## config.mk

```make
export PLATFORM = sky130hd
export DESIGN_NAME = spike_mem_ctrl
export DESIGN_NICKNAME = d
export VERILOG_FILES = /design/src/rtl/estu_spike_pkg.sv /design/src/rtl/spike_out_fifo.sv /design/src/rtl/spike_mem_ctrl.sv
export SDC_FILE = /design/constraint.sdc
export NUM_CORES = 1
export LEC_CHECK = 0
export CAP_MARGIN = 20
export CORE_UTILIZATION = 52
export DETAILED_ROUTE_END_ITERATION = 12
export PLACE_DENSITY = 0.87
export SYNTH_ARGS = -nofsm -noshare
export SYNTH_HDL_FRONTEND = slang
export SYNTH_SLANG_ARGS = --single-unit
```

## constraint.sdc

```tcl
create_clock -name clk -period 3.1 [get_ports clk]
set_clock_uncertainty 0.05 [all_clocks]
set_input_delay 0.62 -clock clk [delete_from_list [all_inputs] [get_ports clk]]
set_output_delay 0.62 -clock clk [all_outputs]
set_load 0.01 [all_outputs]
```

## src/rtl/estu_spike_pkg.sv

```systemverilog
// estu_spike_pkg: shared state encoding and sizing constants for the spike memory controller
package estu_spike_pkg;
  typedef enum logic [1:0] {IDLE, SCAN, DRAIN} state_t;
  localparam int FIFO_DEPTH = 4;
  localparam int DEF_READ_LATENCY = 2;
endpackage

```

## src/rtl/spike_out_fifo.sv

```systemverilog
// spike_out_fifo: 4-entry synchronous output buffer (push/pop/flush, dout = head, count = occupancy)
module spike_out_fifo
  import estu_spike_pkg::*;
#(
  parameter int WIDTH = 17
) (
  input  logic                               clk,
  input  logic                               rst,
  input  logic                               flush,
  input  logic                               push,
  input  logic [WIDTH-1:0]                   din,
  input  logic                               pop,
  output logic [WIDTH-1:0]                   dout,
  output logic [$clog2(FIFO_DEPTH+1)-1:0]    count
);
  localparam int PW = $clog2(FIFO_DEPTH);
  localparam int CW = $clog2(FIFO_DEPTH+1);
  logic [WIDTH-1:0] mem [FIFO_DEPTH];
  logic [PW-1:0] wp, rp;
  assign dout = mem[rp];
  always_ff @(posedge clk) begin
    if (rst) begin
      wp <= '0;
      rp <= '0;
      count <= '0;
      for (int i = 0; i < FIFO_DEPTH; i++) mem[i] <= '0;
    end else if (flush) begin
      wp <= '0;
      rp <= '0;
      count <= '0;
    end else begin
      if (push) begin
        mem[wp] <= din;
        wp <= wp + PW'(1);
      end
      if (pop) rp <= rp + PW'(1);
      count <= count + CW'(push) - CW'(pop);
    end
  end
endmodule

```

## src/rtl/spike_mem_ctrl.sv

```systemverilog
// spike_mem_ctrl: host write port plus credit-limited scan of spike memory into a beat stream (clk, rst, host wr_*, scan start/abort/mode16/base_addr/len/busy/done, mem_* port, spk_* stream)
module spike_mem_ctrl
  import estu_spike_pkg::*;
#(
  parameter int RAM_WIDTH    = 4,
  parameter int NUM_ENTRIES  = 160,
  parameter int ADDR_WIDTH   = 8,
  parameter int READ_LATENCY = DEF_READ_LATENCY
) (
  input  logic                    clk,
  input  logic                    rst,
  input  logic                    wr_valid,
  output logic                    wr_ready,
  input  logic [ADDR_WIDTH-1:0]   wr_addr,
  input  logic [RAM_WIDTH-1:0]    wr_data,
  input  logic                    start,
  input  logic                    abort,
  input  logic                    mode16,
  input  logic [ADDR_WIDTH-1:0]   base_addr,
  input  logic [ADDR_WIDTH:0]     len,
  output logic                    busy,
  output logic                    done,
  output logic                    mem_en_port_wr,
  output logic                    mem_wr_en,
  output logic                    mem_en_port_rd,
  output logic                    mem_rd_en,
  output logic [ADDR_WIDTH-1:0]   mem_wr_addr,
  output logic [ADDR_WIDTH-1:0]   mem_rd_addr,
  output logic [RAM_WIDTH-1:0]    mem_wr_data,
  input  logic [RAM_WIDTH-1:0]    mem_dout4,
  input  logic [4*RAM_WIDTH-1:0]  mem_dout16,
  output logic                    spk_valid,
  input  logic                    spk_ready,
  output logic [4*RAM_WIDTH-1:0]  spk_data,
  output logic                    spk_last
);
  localparam int DW  = 4*RAM_WIDTH;
  localparam int AW1 = ADDR_WIDTH+1;
  localparam int AW2 = ADDR_WIDTH+2;
  state_t state;
  logic m16, issue, wr_acc, push, pop;
  logic [ADDR_WIDTH-1:0] addr, next_addr;
  logic [AW1-1:0] beats, step_addr;
  logic [READ_LATENCY-1:0] pv, pl;
  logic [$clog2(FIFO_DEPTH+1)-1:0] fcount;
  logic [3:0] credit;
  logic [DW:0] push_word, pop_word;
  always_comb begin
    wr_acc = wr_valid && state == IDLE;
    // credit covers reads still in the memory pipeline plus beats already buffered
    credit = 4'(fcount) + 4'($countones(pv));
    issue = state == SCAN && beats != '0 && credit < 4'(FIFO_DEPTH);
    step_addr = {1'b0, addr} + (m16 ? AW1'(4) : AW1'(1));
    next_addr = ADDR_WIDTH'(step_addr >= AW1'(NUM_ENTRIES) ? step_addr - AW1'(NUM_ENTRIES) : step_addr);
    push = pv[READ_LATENCY-1];
    push_word = {pl[READ_LATENCY-1], m16 ? mem_dout16 : DW'(mem_dout4)};
    pop = spk_valid && spk_ready;
  end
  assign wr_ready       = state == IDLE;
  assign busy           = state != IDLE;
  assign mem_wr_en      = wr_acc;
  assign mem_en_port_wr = wr_acc;
  assign mem_wr_addr    = wr_acc ? wr_addr : '0;
  assign mem_wr_data    = wr_acc ? wr_data : '0;
  assign mem_rd_en      = issue;
  assign mem_en_port_rd = issue;
  assign mem_rd_addr    = addr;
  assign spk_valid      = fcount != '0;
  assign spk_data       = pop_word[DW-1:0];
  assign spk_last       = spk_valid && pop_word[DW];
  always_ff @(posedge clk) begin
    if (rst || abort) begin
      state <= IDLE;
      done <= 1'b0;
      m16 <= 1'b0;
      addr <= '0;
      beats <= '0;
      pv <= '0;
      pl <= '0;
    end else begin
      done <= 1'b0;
      pv <= (pv << 1) | READ_LATENCY'(issue);
      pl <= (pl << 1) | READ_LATENCY'(issue && beats == AW1'(1));
      case (state)
        IDLE: if (start) begin
          m16 <= mode16;
          addr <= mode16 ? {base_addr[ADDR_WIDTH-1:2], 2'b00} : base_addr;
          beats <= mode16 ? AW1'((AW2'(len) + AW2'(3)) >> 2) : len;
          state <= len == '0 ? DRAIN : SCAN;
        end
        SCAN: if (issue) begin
          addr <= next_addr;
          beats <= beats - AW1'(1);
          if (beats == AW1'(1)) state <= DRAIN;
        end
        DRAIN: if (pv == '0 && fcount == '0) begin
          state <= IDLE;
          done <= 1'b1;
        end
        default: state <= IDLE;
      endcase
    end
  end
  spike_out_fifo #(.WIDTH(DW+1)) u_fifo (
    .clk(clk), .rst(rst), .flush(abort),
    .push(push), .din(push_word),
    .pop(pop), .dout(pop_word), .count(fcount)
  );
endmodule

```

== Yosys cells after proc, flatten, opt, wreduce, memory -nomap -nowiden ==
Memories as Yosys holds them, arrays and structs flattened. A register that Yosys moved wholly into a read port is not among the register bits.
Index checks and enable logic that the tools add are counted.
Cells by class
  multipliers: 0
  mux-type cells: 31
  divide/modulo/power cells: 0
  shift-type cells: 0
  order comparisons: 2
  $add $sub $neg: 10
  equality and inequality tests: 7
  bitwise logic cells: 3
  reductions and logical operators: 22
Operator list (count)
  $mux W8: 4
  $mux W9: 3
  $mux W2: 9
  $pmux W9 S2: 1
  $mux W17: 1
  $reduce_or A17 Y1: 1
  $mux W16: 1
  $pmux W8 S2: 1
  $add A9 B2 Y10 const B: 1
  $add A8 B3 Y9: 1
  $eq A9 B1 Y1 const B: 1
  $ge A9 B8 Y1 const B: 1
  $logic_not A9 Y1: 1
  $reduce_bool A9 Y1: 1
  $sub A9 B1 Y9 const B: 1
  $mux W1: 8
  $sub A8 B8 Y8 const B: 1
  $logic_and A1 B1 Y1: 7
  $pmux W2 S3: 1
  $add A2 B1 Y2 const B: 2
  $add A3 B2 Y4: 1
  $logic_not A2 Y1: 2
  $lt A4 B3 Y1 const B: 1
  $mux W4: 1
  18 further kinds: 23
Word-level totals
  memory bits (writable): 68
  bits in latches: 0
  memories kept: 1
  bits of input ports: 56
  output and inout bits: 45
  memory bits (read-only): 0
  register bits: 32
  word-level logic and storage cells: 86
Memories
  u_fifo.mem: depth 4, bits a word 17, read ports 1, clocked after memory_dff 1, write ports 4, line spike_out_fifo.sv:18  | logic [WIDTH-1:0] mem [FIFO_DEPTH];

== Logic depth before layout (Yosys ltp) ==
  word-level depth: 6
  mapped depth: 13
  mapped depth without buffers: 12

== Hierarchy ==
Synthesis repeated with hierarchy kept, for this count alone.
Second synthesis, totals
  cell total of the unflattened synthesis: 524
  area, all modules: 5604.1 µm²
Modules (own cells, without submodules)
  spike_out_fifo: sequential area each 2222.1 µm², cells an instance 228, instances 1, area each 3387.0 µm²
  spike_mem_ctrl: sequential area each 500.5 µm², cells an instance 296, instances 1, area each 2217.1 µm²

== Worst setup path before layout ==
OpenSTA, ideal clock, no wires.
  kind: reg2reg
  start point: register m16
  end point: register addr[5] (netlist: mem_rd_addr[5])
  clock period less this slack: 2.788 ns
  data required time: 2.919 ns
  stages on the path, launching flop included: 14
  setup slack: 0.312 ns
  data arrival time: 2.606 ns
  path buffers: 1
  library setup time: 0.131 ns
  cell sequence: dfxtp_1 clkbuf_1 inv_1 ha_1 ha_1 a21oi_2 nor3_1 nor2_1 ha_1 mux2i_1 and3_1 a32o_1 a2111oi_4 o22ai_1
On the way
  word-level cells in the longest chain between the ends: 6
  elaborated cells on any way between the ends: 7
  classes of those cells: add/sub: 2; order compare: 1; mux: 4
Ends and longest elaborated chain
  start, declared: line spike_mem_ctrl.sv:41  | logic m16, issue, wr_acc, push, pop;
  start signal, assigned: line spike_mem_ctrl.sv:86  | m16 <= mode16;
  $mux W3 *: line spike_mem_ctrl.sv:53  | step_addr = {1'b0, addr} + (m16 ? AW1'(4) : AW1'(1));
  $add A8 B3 Y9 *: line spike_mem_ctrl.sv:53
  $sub A8 B8 Y8 / $ge A9 B8 Y1 (equally long branches): line spike_mem_ctrl.sv:54  | next_addr = ADDR_WIDTH'(step_addr >= AW1'(NUM_ENTRIES) ? step_addr - AW1'(NUM_ENTRIES) : step_addr);
  $mux W8 *: line spike_mem_ctrl.sv:54
  $mux W8 *: line spike_mem_ctrl.sv:91  | SCAN: if (issue) begin
  $pmux W8 S2 *: line spike_mem_ctrl.sv:84  | case (state)
  end signal, assigned: line spike_mem_ctrl.sv:87  | addr <= mode16 ? {base_addr[ADDR_WIDTH-1:2], 2'b00} : base_addr;
  end signal, assigned: line spike_mem_ctrl.sv:92  | addr <= next_addr;
  end, declared: line spike_mem_ctrl.sv:42  | logic [ADDR_WIDTH-1:0] addr, next_addr;
Every way passes the cells marked *; elsewhere a longest branch is shown, timed or not. The select of a mux whose other input is x is not followed.
A chain may end at the register's enable or synchronous reset.

== Worst setup path after layout ==
  start point: register pv[0]
  end point: output port mem_en_port_rd
On the way
  word-level cells in the longest chain between the ends: 4
Ends and longest elaborated chain
  start, declared: line spike_mem_ctrl.sv:44  | logic [READ_LATENCY-1:0] pv, pl;
  start signal, assigned: line spike_mem_ctrl.sv:82  | pv <= (pv << 1) | READ_LATENCY'(issue);
  $add A1 B1 Y2 (not written as such): line spike_mem_ctrl.sv:51  | credit = 4'(fcount) + 4'($countones(pv));
  $add A3 B2 Y4: line spike_mem_ctrl.sv:51
  $lt A4 B3 Y1: line spike_mem_ctrl.sv:52  | issue = state == SCAN && beats != '0 && credit < 4'(FIFO_DEPTH);
  $logic_and A1 B1 Y1: line spike_mem_ctrl.sv:52
  end, declared: line spike_mem_ctrl.sv:25  | output logic mem_en_port_rd,
No other way between the ends.

==> flow_summary.toml <==
[floorplanning]
start_util_pct = 54.1
ios = 101
core_area_um2 = 9820
die-area_um2 = 10600
die_w_um = 103
die_h_um = 103
num_rows = 36

[sta]
finalHoldViolCount = 0
relSlewSlack_pct = 41.6
fin_crit_sh_pct = 94.9
layout_min_cycle_time_ns = 2.94
fmax_mhz = 340
setup_violations = 0
maxSlewViolCount = 0
rsz0062_at_grt = "false"
tightest_slew_ns = 0.872
final.setup.tns_ns = 0

[finish]
design_area_um2 = 6680
drive_gt1_share_pct = 11.1
insertedDiodeCount = 0
syn_to_final_growth_pct = 25.7
fin_nets = 650
post-route-util_pct = 68.0

[placement]
placed_cell_area_um2 = 6500
portBuffers = 100
dp_hpwl_mm = 8.80
gp_congestion = 0.874

[drt]
via_per_inst = 5.61
wl_per_cell_um = 16.6
ant_nets = 0
dr_total_vias = 4036
dr.pass1.iters = 4
drc = 0
routed_wl_mm = 11.9
drt_iter0_markers = 148

[job]
cap_violations = 0

[critical_path]
required_ns = 2.43
cp.arrival_ns = 2.27
critPathLaunchType = "flop"
critPathMaxFanout = 3
worst_setup_path_end_kind = "output pin"
path_class = "reg -> out"

[global_route]
antenna_found_initial = 0
grt_use_total_pct = 23.7
grt_overflow = 0
grt_max_degree = 27
grt_pass1_vias = 3946
grt_first_pass_wirelength_mm = 19.0

[synthesis]
synth-edff-count = 68
avgSynthCellArea_um2 = 11.0
synth-seq-cells = 102
synth.yosys.seq_area_share_pct = 51.2
synth_cells = 481
synthesis.area_um2 = 5310
synth_ff_type = "edfxtp_1"
synthArstFlopShare_pct = 0
ys_types = 58
syn-num-nets = 549
ys_warn_count = 0

[cts]
cts_sinks = 102
ctsResizeCount = 0
cts_tree = "built"
clock_latency_ns = 0.36
clockRootBuffer = "clkbuf_8"
hold_buffers = 0
cts_made_buffers = 9
postCtsSetupRepairBufs = 0
htreeDepth = 3
cts_buffer_depth = 2
clk_pin_slew_ns = 0.10

[power]
irDropWorstVdd_v = 0.000282
p_leak_nw = 2.46
powerDensity_nw_per_um2 = 403

[min_path]
hold_path_class = "reg -> reg"

[run_status]
outcome = "finished, final reports clean"
-- sequential cells by signal, indices dropped and copies added (netlist names), named ones only --
signal	cells
beats	9
u_fifo.wp	2
m16	1
u_fifo.count	3
u_fifo.mem	68
done	1
pl	2
pv	2
u_fifo.rp	2
mem_rd_addr	8
state	2
-- path summary, 6_finish.rpt --
kind	startpoint	endpoint	slack, ns	cells past startpoint
max	pv[0]	mem_en_port_rd	0.16	5
min	pl[0]	pl[1]	0.39	1
max reg2reg	mem_rd_addr[2]	mem_rd_addr[5]	0.17	11
min reg2reg	pl[0]	pl[1]	0.39	1
-- worst max-delay path: stages, from the launching register on --
cell and delay, ns:
dfxtp_1 0.34, ha_1 0.31, a21o_1 0.22, a32oi_2 0.23
and3_1 0.26, clkdlybuf4s50_1 0.56
-- power by group --
group          internal (mW)  switching (mW)  leakage [nW]
combinational          0.202           0.185          1.39
sequential              1.49          0.0278         0.977
clock                  0.308           0.482        0.0887
-- cells in the mapped netlist, types with 5 or more instances --
library cell	count	area, um2
nand2_1	22	82.6
nand2b_1	8	50.1
edfxtp_1	68	2040
and2_1	55	344
o21ai_0	18	90.1
nor2_1	53	199
mux4_2	17	383
nand3_1	8	40.0
a31oi_1	7	43.8
nor3_1	17	85.1
inv_1	18	67.6
and3_1	17	106
dfxtp_1	34	681
clkbuf_1	22	82.6
ha_1	11	138
buf_2	5	25.0
a21oi_1	16	80.1
mux2i_1	6	60.1
xnor2_1	7	61.3
or3_1	5	31.3
a211oi_1	5	37.5
-- per-stage QoR --
step	hold slack, ns	power (mW)	std cells	worst slack [ns]
floorplan	0.356	1.74	481	0.312
global placement	0.368	1.92	704	0.409
detailed placement	0.364	1.93	704	0.210
CTS	0.384	2.70	720	0.140
global route	0.411	2.81	720	0.00527
finish	0.387	2.69	720	0.157
-- logic make-up after synthesis --
group                      count (synthesis)  synth area share [%]
AOI/OAI and AO/OA                         78                  10.7
xor gates and xnor gates                  11                  1.81
adders and majority gates                 12                  2.97
buffers and inverters                     48                  3.72
DFF                                      102                  51.2
muxes                                     23                  8.34
and+or+nand+nor                          207                  21.2
-- cell type report --
cell class / count / area (um2)
Sequential cell: 102 / 2720
Inverter: 18 / 67.6
Clock buffer: 10 / 128
Multi-Input combinational cell: 331 / 2390
Tap cell: 133 / 166
Clock inverter: 6 / 51.3
Timing Repair Buffer: 120 / 1150
Fill cell: 734 / 3140
-- cells in the final DEF (no fill, tap or decap), drive strengths merged, types with 3 or more instances in the layout --
cell	n
nand3	9
a32oi	3
xnor2	7
xor2	4
nor3b	4
nand2b	8
a21oi	18
clkbuf	10
a31oi	8
ha	11
or3	5
edfxtp	68
a211oi	5
nor3	17
nor2	53
o21a	4
inv	23
o21ai	18
nor4	4
nor2b	3
nand2	22
and3	17
and2	55
buf	20
clkdlybuf4s50	100
dfxtp	34
mux4	17
mux2i	6
-- layer usage --
layer | share of wire, % | vias to the layer above | GRT usage (%)
met4 | 0.92 | 0 | 6.50
li1 | - | 1957 | -
met1 | 40 | 1957 | 28.6
met5 | 0 | - | 0
met2 | 53 | 112 | 43.2
met3 | 5.6 | 10 | 4.27
No activity file was read; power rests on OpenSTA's default activity.
